**config.mk**
```make
export PLATFORM = sky130hd
export DESIGN_NAME = adc_multichannel_processor
export DESIGN_NICKNAME = d
export VERILOG_FILES = /design/src/rtl/adc_multichannel_processor.sv
export SDC_FILE = /design/constraint.sdc
export NUM_CORES = 1
export LEC_CHECK = 0
export CORE_MARGIN = 2
export CORE_UTILIZATION = 60
export CTS_BUF_LIST = sky130_fd_sc_hd__clkbuf_4 sky130_fd_sc_hd__clkbuf_8
export DETAILED_ROUTE_END_ITERATION = 16
export GPL_ROUTABILITY_DRIVEN = 0
export PLACE_DENSITY = 0.78
export SYNTH_ARGS = -nofsm -noshare
export SYNTH_HDL_FRONTEND = slang
export SYNTH_SLANG_ARGS = --single-unit
```
**constraint.sdc**
```tcl
create_clock -name clk -period 15.1 [get_ports clk]
set_input_delay 1.51 -clock clk [delete_from_list [all_inputs] [get_ports clk]]
set_output_delay 1.51 -clock clk [all_outputs]
set_load 0.01 [all_outputs]
```
**src/rtl/adc_multichannel_processor.sv**
```systemverilog
// adc_multichannel_processor
//   Multi-channel ADC post-processor. Each channel averages 2**AVG_POW
//   samples (accumulate-and-dump), the average is scaled to display units as
//   (ave*SCALE)>>SHIFT with saturation to OUT_W bits, and the result leaves
//   through a valid/ready output register. A result that finds the output
//   register occupied and not being accepted is dropped and flagged.
//
//   Optional feature macro: ADC_PROC_DROP_CNT_EN
//     defined   -> drop_cnt port and 8-bit saturating dropped-result counter
//     undefined -> no drop_cnt port; overrun flag behaves identically
//
// Ports
//   clk         clock
//   reset       synchronous, active-high reset
//   adc_ready   conversion-done level; each rising edge is one new sample
//   adc_ch      channel tag of adc_data (channels >= NUM_CH are ignored)
//   adc_data    sample value
//   out_valid   output register holds a result
//   out_ready   consumer accepts the result when out_valid & out_ready
//   out_ch      channel of the held result
//   out_ave     averaged sample of the held result
//   out_scaled  scaled, saturated result
//   overrun     sticky flag: a completed result was dropped
//   drop_cnt    saturating count of dropped results (macro-dependent)
//   ovr_clr     clears overrun (and drop_cnt); a same-cycle drop wins
module adc_multichannel_processor #(
  parameter int  DATA_W  = 16,
  parameter int  NUM_CH  = 4,
  parameter int  AVG_POW = 8,
  parameter int  SCALE   = 79993,
  parameter int  SHIFT   = 19,
  parameter int  OUT_W   = 16,
  localparam int CH_W    = (NUM_CH > 1) ? $clog2(NUM_CH) : 1
) (
  input  logic              clk,
  input  logic              reset,
  input  logic              adc_ready,
  input  logic [CH_W-1:0]   adc_ch,
  input  logic [DATA_W-1:0] adc_data,
  output logic              out_valid,
  input  logic              out_ready,
  output logic [CH_W-1:0]   out_ch,
  output logic [DATA_W-1:0] out_ave,
  output logic [OUT_W-1:0]  out_scaled,
  output logic              overrun,
`ifdef ADC_PROC_DROP_CNT_EN
  output logic [7:0]        drop_cnt,
`endif
  input  logic              ovr_clr
);

  localparam int ACC_W  = DATA_W + AVG_POW;
  localparam int PROD_W = DATA_W + $clog2(SCALE + 1);
  // Wide enough to compare the shifted product against the OUT_W ceiling
  // regardless of which of the two is wider.
  localparam int CMP_W  = ((PROD_W > OUT_W) ? PROD_W : OUT_W) + 1;
  localparam logic [AVG_POW-1:0] CNT_LAST = '1;

  // Edge detect: resets to 1 so a level already high at release is no sample.
  logic ready_r_reg;
  logic stb;
  assign stb = adc_ready & ~ready_r_reg;

  always_ff @(posedge clk) begin
    if (reset) ready_r_reg <= 1'b1;
    else       ready_r_reg <= adc_ready;
  end

  // Per-channel accumulate-and-dump.
  logic [NUM_CH-1:0] done_vec;
  logic [DATA_W-1:0] ave_arr [NUM_CH];

  generate
    for (genvar gi = 0; gi < NUM_CH; gi++) begin : g_ch
      logic [ACC_W-1:0]   acc_reg;
      logic [AVG_POW-1:0] cnt_reg;
      logic               hit;
      logic [ACC_W-1:0]   sum;

      // Out-of-range channel tags match no generate slot and are ignored.
      assign hit          = stb && (adc_ch == CH_W'(gi));
      assign sum          = acc_reg + ACC_W'(adc_data);
      assign done_vec[gi] = hit && (cnt_reg == CNT_LAST);
      // Exact truncating divide by 2**AVG_POW.
      assign ave_arr[gi]  = sum[ACC_W-1:AVG_POW];

      always_ff @(posedge clk) begin
        if (reset) begin
          acc_reg <= '0;
          cnt_reg <= '0;
        end else if (hit) begin
          if (cnt_reg == CNT_LAST) begin
            acc_reg <= '0;
            cnt_reg <= '0;
          end else begin
            acc_reg <= sum;
            cnt_reg <= cnt_reg + 1'b1;
          end
        end
      end
    end
  endgenerate

  // At most one channel completes per strobe; pick it for S1.
  logic              s1_valid_next;
  logic [CH_W-1:0]   s1_ch_next;
  logic [DATA_W-1:0] s1_ave_next;

  always_comb begin
    s1_valid_next = 1'b0;
    s1_ch_next    = '0;
    s1_ave_next   = '0;
    for (int i = 0; i < NUM_CH; i++) begin
      if (done_vec[i]) begin
        s1_valid_next = 1'b1;
        s1_ch_next    = CH_W'(i);
        s1_ave_next   = ave_arr[i];
      end
    end
  end

  // Free-running pipeline: S1 average -> S2 product -> S3 shift/saturate.
  logic              s1_valid_reg, s2_valid_reg, s3_valid_reg;
  logic [CH_W-1:0]   s1_ch_reg, s2_ch_reg, s3_ch_reg;
  logic [DATA_W-1:0] s1_ave_reg, s2_ave_reg, s3_ave_reg;
  logic [PROD_W-1:0] s2_prod_reg;
  logic [OUT_W-1:0]  s3_scaled_reg;

  logic [PROD_W-1:0] shifted;
  logic              sat;
  logic [OUT_W-1:0]  scaled_next;

  assign shifted     = s2_prod_reg >> SHIFT;
  assign sat         = CMP_W'(shifted) > CMP_W'({OUT_W{1'b1}});
  assign scaled_next = sat ? {OUT_W{1'b1}} : OUT_W'(shifted);

  always_ff @(posedge clk) begin
    if (reset) begin
      s1_valid_reg <= 1'b0;
      s2_valid_reg <= 1'b0;
      s3_valid_reg <= 1'b0;
    end else begin
      s1_valid_reg <= s1_valid_next;
      s2_valid_reg <= s1_valid_reg;
      s3_valid_reg <= s2_valid_reg;
    end
    s1_ch_reg     <= s1_ch_next;
    s1_ave_reg    <= s1_ave_next;
    s2_ch_reg     <= s1_ch_reg;
    s2_ave_reg    <= s1_ave_reg;
    s2_prod_reg   <= PROD_W'(s1_ave_reg) * PROD_W'(SCALE);
    s3_ch_reg     <= s2_ch_reg;
    s3_ave_reg    <= s2_ave_reg;
    s3_scaled_reg <= scaled_next;
  end

  // Output register: accept-and-reload in one cycle keeps out_valid high;
  // a result arriving while the held one is stalled is dropped.
  logic load, drop;
  assign load = s3_valid_reg && (!out_valid || out_ready);
  assign drop = s3_valid_reg && out_valid && !out_ready;

  always_ff @(posedge clk) begin
    if (reset) begin
      out_valid  <= 1'b0;
      out_ch     <= '0;
      out_ave    <= '0;
      out_scaled <= '0;
      overrun    <= 1'b0;
    end else begin
      if (load) begin
        out_valid  <= 1'b1;
        out_ch     <= s3_ch_reg;
        out_ave    <= s3_ave_reg;
        out_scaled <= s3_scaled_reg;
      end else if (out_valid && out_ready) begin
        out_valid <= 1'b0;
      end
      // Set has priority over clear.
      if (drop)         overrun <= 1'b1;
      else if (ovr_clr) overrun <= 1'b0;
    end
  end

`ifdef ADC_PROC_DROP_CNT_EN
  always_ff @(posedge clk) begin
    if (reset) begin
      drop_cnt <= 8'd0;
    end else if (ovr_clr) begin
      drop_cnt <= drop ? 8'd1 : 8'd0;
    end else if (drop && (drop_cnt != 8'hFF)) begin
      drop_cnt <= drop_cnt + 8'd1;
    end
  end
`endif

endmodule

```
==> results of run 1 <==
## per-stage QoR
step | instance area (um2) | setup slack, ns | total power [mW] | std cells
CTS | 17800 | 9.33 | 1.39 | 2205
detailed placement | 16900 | 9.35 | 0.752 | 2127
finish | 17800 | 9.29 | 1.38 | 2205
global placement | 16900 | 9.48 | 0.750 | 2127
global route | 17800 | 8.88 | 1.43 | 2205
floorplan | 16100 | 9.86 | 0.729 | 1788
## cells by family after synthesis
logic type                 count (synthesis)  share of synthesized area [%]
AOI/OAI and AO/OA                        427                           18.1
DFF                                      248                           30.8
muxes                                      6                          0.381
buffers and inverters                    209                           4.97
and+or+nand+nor                          505                           14.3
xor gates and xnor gates                 110                           5.98
other                                      1                         0.0233
adders and majority gates                281                           25.4
## placed cells by master, fill, tap and decap left out, types with 5 or more instances in the layout
cell and n:
inv_1 144, o21ai_0 60, dfxtp_1 248, and3_1 17
o22ai_1 9, or2_2 10, xnor2_1 64, o21a_1 10
nand2b_1 13, and2_1 10, ha_1 205, o211ai_1 8
nor2b_1 11, or3_1 6, xor2_1 46, clkinv_2 12
a21o_1 24, nor2_1 173, a211oi_1 10, fa_1 76
a22oi_1 73, nand2_1 148, a21oi_1 124, nand4_1 15
buf_4 14, o21bai_1 14, nand3_1 44, clkbuf_8 50
a221oi_1 5, nor4_1 5, a311oi_1 21, mux2i_1 5
clkdlybuf4s50_1 55, a31oi_1 12, clkbuf_4 9, nor3_1 30
## area by class of cell
type                    count  area (um2)
inverters                 144         541
flip-flops and latches    248        4960
fillers                  2051        8380
repair buffers             69         656
clock buffers              59         756
well taps                 335         419
multi-input cells        1331       10300
clock inverters            19         145
## routing by layer
metal	track usage, %	wire length, um	up-vias	part of all wire [%]
met2	46.5	18000	452	47
met4	10.9	1450	2	3.8
met3	4.65	2390	119	6.2
li1	-	-	6379	-
met5	0	10	-	0.026
met1	35.7	16700	6204	43
## path summary, 6_finish.rpt
check	from	to	depth (start not counted)
hold / removal	s2_prod_reg[24]	s3_scaled_reg[5]	0
setup reg to reg	s1_ave_reg[12]	s2_prod_reg[31]	19
hold reg to reg	s2_prod_reg[24]	s3_scaled_reg[5]	0
setup / recovery	s1_ave_reg[12]	s2_prod_reg[31]	19
## power by group through the flow
stage | combinational (mW) | clock, mW | sequential, mW
after global placement | 0.0772 | 0 | 0.673
final | 0.0806 | 0.636 | 0.659
after detailed placement | 0.0792 | 0 | 0.673
after CTS | 0.0796 | 0.648 | 0.659
after floorplan | 0.0565 | 0 | 0.673
after global routing | 0.0882 | 0.679 | 0.659
==> impl_metrics.py, run 1 <==
metrics = {
    "outcome": {
        "status": "complete, no violations",
    },
    "finish": {
        "n_antenna_cell": 0,
        "largest_register_ffs": 96,
        "fin_util_pct": 68.0,
        "fin_nets": 2141,
        "area_delta_synth_final_pct": 10.7,
        "layout-drive-gt1-share_pct": 6.63,
    },
    "clock_tree": {
        "cts_resized": 0,
        "cts-root-buf": "clkbuf_8",
        "cts_sinks": 248,
        "cts_tree": "done",
        "post_cts_buffers": 0,
        "clk_pin_slew_ns": 0.07,
        "clk_latency_ns": 0.58,
        "cts_buffers": 43,
        "ctsHtreeMaxLevel": 2,
        "hold_buffers": 0,
        "cts.path.max_buffers": 3,
    },
    "global_routing": {
        "grt_pass1_wl_um": 63700,
        "grt_pass1_vias": 12900,
        "antenna_found_initial": 1,
        "grt_usage_pct": 27.6,
        "grt_start_max_net_pins": 94,
        "grt_overflow": 0,
    },
    "logic_synthesis": {
        "ys.flop_type": "dfxtp_1",
        "synth_cells": 1787,
        "async_reset_ff_share_pct": 0,
        "yosysMostFrequentCell": "dfxtp_1",
        "yosys.area.top_type": "dfxtp_1",
        "yosys.cell_types.count": 81,
        "synth_edf_count": 0,
        "ys_ff_latch": 248,
        "synth_common_cells": "dfxtp_1, ha_1, nor2_1, nand2_1, inv_1",
        "yosysWarningCount": 0,
        "synth_area_um2": 16100,
        "ys_seq_area_share_pct": 30.8,
        "synth_area_per_cell_um2": 9.01,
        "synth_top_area_share_pct": 30.8,
        "synth.area.top_cells": "dfxtp_1, ha_1, fa_1, nor2_1, a21oi_1",
    },
    "pwr": {
        "swShare_pct": 24.7,
        "vdd_drop_max_mv": 0.0605,
        "power.share.sequential_pct": 47.9,
        "combPwrFrac_pct": 5.9,
        "p_int_mw": 1.04,
        "p_per_area_nw_per_um2": 77.1,
        "leakage_nw": 8.11,
        "switchingPower_mw": 0.340,
        "p_clk_share_pct": 46.2,
    },
    "critical_path": {
        "critPathKind": "reg2reg",
        "crit_fanout": 7,
        "cp-start-kind": "flip-flop",
        "cp_slowest_cell": "fa_1",
        "cpPeakStageDelay_ns": 0.53,
        "crit_chain": "fa_1 > ha_1 > inv_1 > fa_1 > inv_1 > fa_1 > fa_1 > inv_1 > fa_1 > inv_1 > ha_1 > a211oi_1 > o21ai_0 > a32o_1 > a21o_1 > a41oi_1 > o21ai_0 > a21oi_1 > xnor2_1",
        "critPathTopFamily": "adder cells",
        "worstSetupEndpointType": "flip-flop",
        "arrival_ns": 6.32,
        "crit_required_ns": 15.61,
        "ff2ff_setup_slack_ns": 9.29,
        "cp_num_buf_inv": 4,
        "cp_common_cell": "fa_1",
    },
    "routing": {
        "wl_um": 38500,
        "drt_iter0_drc": 1036,
        "wire_per_inst_um": 17.4,
        "ant_nets": 0,
        "drcViolationCount": 0,
        "via_per_inst": 5.97,
        "dr.pass1.iters": 6,
        "dr_total_vias": 13200,
    },
    "sta": {
        "period_minus_slack_ns": 5.81,
        "hold_viol_final": 0,
        "maxSlewHeadroom_pct": 12.8,
        "fin_crit_sh_pct": 38.5,
        "drv_slew": 0,
        "rsz0062_at_grt": "false",
        "clock_skew_ns": 0.0331,
        "worst_pin_slew_ns": 1.29,
        "finalSetupViolations": 0,
        "finalSetupTns_ns": 0,
        "timing.fmax_mhz": 172,
        "whs_ns": 0.327,
    },
    "placement": {
        "port-buffer-count": 56,
        "hpwl_um": 29100,
    },
    "floorplan": {
        "rows": 59,
        "initial_utilization_pct": 61.4,
        "fp.dieH_um": 168,
        "die_x_um": 168,
        "design.portCount": 59,
        "core_um2": 26200,
        "dieArea_um2": 28200,
    },
    "run": {
        "maxCapViolCount": 0,
    },
    "min_path": {
        "hold_path.class": "reg2reg",
    },
}
Note: power is estimated with default switching activity, not from simulation.
==> run 2, diff against run 1 <==
==> constraint.sdc (replaced) <==
create_clock -name clk -period 6.05 [get_ports clk]
set_input_delay 0.605 -clock clk [delete_from_list [all_inputs] [get_ports clk]]
set_output_delay 0.605 -clock clk [all_outputs]
set_load 0.01 [all_outputs]
==> run 2 against run 1 <==
Worst hold slack worse by 0.033 ns. Combinational power up 150%. Fmax up 1.2%. Via count up 0.29%. Wire length up 0.63%. Die area unchanged. Sequential share of layout area down 0.23 points. Clock power rose to 2.7 times the previous value. Final cell count up 0.18%. Register-to-register slack worse by 9.0 ns. Global-route usage up 0.31 points. Critical path type unchanged. Clock-buffer cell count up 6.
==> impl_metrics.py, run 2 (synthesized netlist as in run 1, its figures left out) <==
metrics = {
    "clock_tree": {
        "cts_buffers": 43,
        "hold_buffers": 0,
        "post_cts_buffers": 0,
        "cts.path.max_buffers": 3,
        "cts_tree": "done",
        "cts-root-buf": "clkbuf_8",
        "ctsHtreeMaxLevel": 2,
        "cts_resized": 0,
        "cts_sinks": 248,
        "clk_pin_slew_ns": 0.07,
        "clk_latency_ns": 0.58,
    },
    "critical_path": {
        "cpPeakStageDelay_ns": 0.51,
        "crit_chain": "fa_1 > ha_1 > inv_1 > fa_1 > inv_1 > fa_1 > fa_1 > inv_1 > fa_1 > inv_1 > ha_1 > a211oi_1 > o21ai_0 > a32o_1 > a21o_1 > a41oi_1 > o21ai_0 > a21oi_1 > xnor2_1",
        "rr_worst_depth": 19,
        "ff2ff_setup_slack_ns": 0.31,
        "arrival_ns": 6.23,
        "timing.rr.start": "s1_ave_reg[10]",
        "cp-start-kind": "flip-flop",
        "crit_required_ns": 6.54,
        "cp_common_cell": "fa_1",
        "crit_fanout": 7,
        "cp_num_buf_inv": 4,
        "r2r-end": "s2_prod_reg[31]",
        "worstSetupEndpointType": "flip-flop",
        "critPathTopFamily": "adder cells",
        "critPathKind": "reg2reg",
        "cp_slowest_cell": "fa_1",
    },
    "floorplan": {
        "rows": 59,
        "initial_utilization_pct": 61.4,
        "design.portCount": 59,
        "core_um2": 26200,
        "dieArea_um2": 28200,
        "die_x_um": 168,
        "fp.dieH_um": 168,
    },
    "routing": {
        "drcViolationCount": 0,
        "wire_per_inst_um": 17.5,
        "dr_total_vias": 13200,
        "via_per_inst": 5.97,
        "wl_um": 38700,
        "drt_iter0_drc": 1148,
        "dr.pass1.iters": 6,
        "ant_nets": 0,
    },
    "pwr": {
        "p_int_mw": 2.75,
        "p_clk_share_pct": 48.6,
        "combPwrFrac_pct": 5.6,
        "swShare_pct": 23.4,
        "vdd_drop_max_mv": 0.174,
        "switchingPower_mw": 0.839,
        "power.share.sequential_pct": 45.8,
        "p_per_area_nw_per_um2": 200,
        "leakage_nw": 8.18,
    },
    "finish": {
        "final_design_area_no_fill_um2": 18000,
        "n_antenna_cell": 0,
        "fin_nets": 2146,
        "largest_register_ffs": 96,
        "nFillCells": 2023,
        "area_delta_synth_final_pct": 11.6,
        "layout-drive-gt1-share_pct": 6.83,
        "final_common_cell": "dfxtp_1",
        "mostFrequentLayoutCells": "dfxtp_1, ha_1, nor2_1, nand2_1, inv_1",
    },
    "global_routing": {
        "grt_overflow": 0,
        "grt_pass1_vias": 13100,
        "grt_start_max_net_pins": 106,
        "grt_pass1_wl_um": 64400,
        "grt_usage_pct": 28.0,
        "antenna_found_initial": 0,
    },
    "min_path": {
        "hold_path.class": "reg2reg",
        "whs_path_depth": 0,
        "hp-start": "s2_prod_reg[1]",
        "min_to": "s3_ave_reg[1]",
    },
    "sta": {
        "fin_crit_sh_pct": 94.9,
        "rsz0062_at_grt": "false",
        "period_minus_slack_ns": 5.74,
        "finalSetupViolations": 0,
        "timing.fmax_mhz": 174,
        "clock_skew_ns": 0.0482,
        "hold_viol_final": 0,
        "worst_pin_slew_ns": 1.18,
        "maxSlewHeadroom_pct": 21.4,
        "drv_slew": 0,
        "finalSetupTns_ns": 0,
    },
    "run": {
        "maxCapViolCount": 0,
    },
    "outcome": {
        "status": "complete, no violations",
    },
    "placement": {
        "dpl_cell_area_um2": 17000,
        "hpwl_um": 28700,
        "port-buffer-count": 56,
    },
}
==> run 2: routing by layer <==
metal | up-vias | wire length, um | track usage, %
met5 | - | 0 | 0
met4 | 0 | 1440 | 10.9
met3 | 111 | 2410 | 4.23
met2 | 480 | 18200 | 47.8
met1 | 6209 | 16700 | 35.8
li1 | 6394 | - | -
==> run 2: worst max path at each step <==
| stage | from | endpoint | slack [ns] | depth (start not counted) |
|---|---|---|---|---|
| after floorplan | s1_ave_reg[11] | s2_prod_reg[31] | 0.81 | 19 |
| after global placement | s1_ave_reg[11] | s2_prod_reg[31] | 0.46 | 19 |
| after detailed placement | s1_ave_reg[11] | s2_prod_reg[31] | 0.30 | 19 |
| after CTS | s1_ave_reg[11] | s2_prod_reg[31] | 0.28 | 19 |
| after global routing | s1_ave_reg[11] | s2_prod_reg[31] | 0.02 | 19 |
| final | s1_ave_reg[10] | s2_prod_reg[31] | 0.31 | 19 |
==> run 2: area by class of cell <==
class | instances | area [um2] | area share (%)
repair buffers | 74 | 693 | 3.86
well taps | 335 | 419 | 2.33
flip-flops and latches | 248 | 4960 | 27.6
clock inverters | 12 | 159 | 0.884
inverters | 144 | 541 | 3.01
clock buffers | 65 | 851 | 4.73
multi-input cells | 1331 | 10300 | 57.6
==> run 2: per-stage QoR <==
step                hold WS [ns]  total power, mW  std cells  utilization, %  setup WS (ns)
floorplan                  0.310             1.82       1788               -          0.814
global placement           0.310             1.87       2132            64.7          0.461
detailed placement         0.312             1.88       2132            64.7          0.299
CTS                        0.293             3.62       2209            68.6          0.279
global route               0.305             3.72       2209            68.6         0.0247
finish                     0.294             3.59       2209            68.6          0.308
==> run 2: power by group through the flow <==
| stage | clock network, mW | logic, mW | registers [mW] |
|---|---|---|---|
| floorplan | 0 | 0.141 | 1.68 |
| global placement | 0 | 0.193 | 1.68 |
| detailed placement | 0 | 0.197 | 1.68 |
| CTS | 1.77 | 0.199 | 1.64 |
| global route | 1.85 | 0.222 | 1.64 |
| finish | 1.74 | 0.201 | 1.64 |
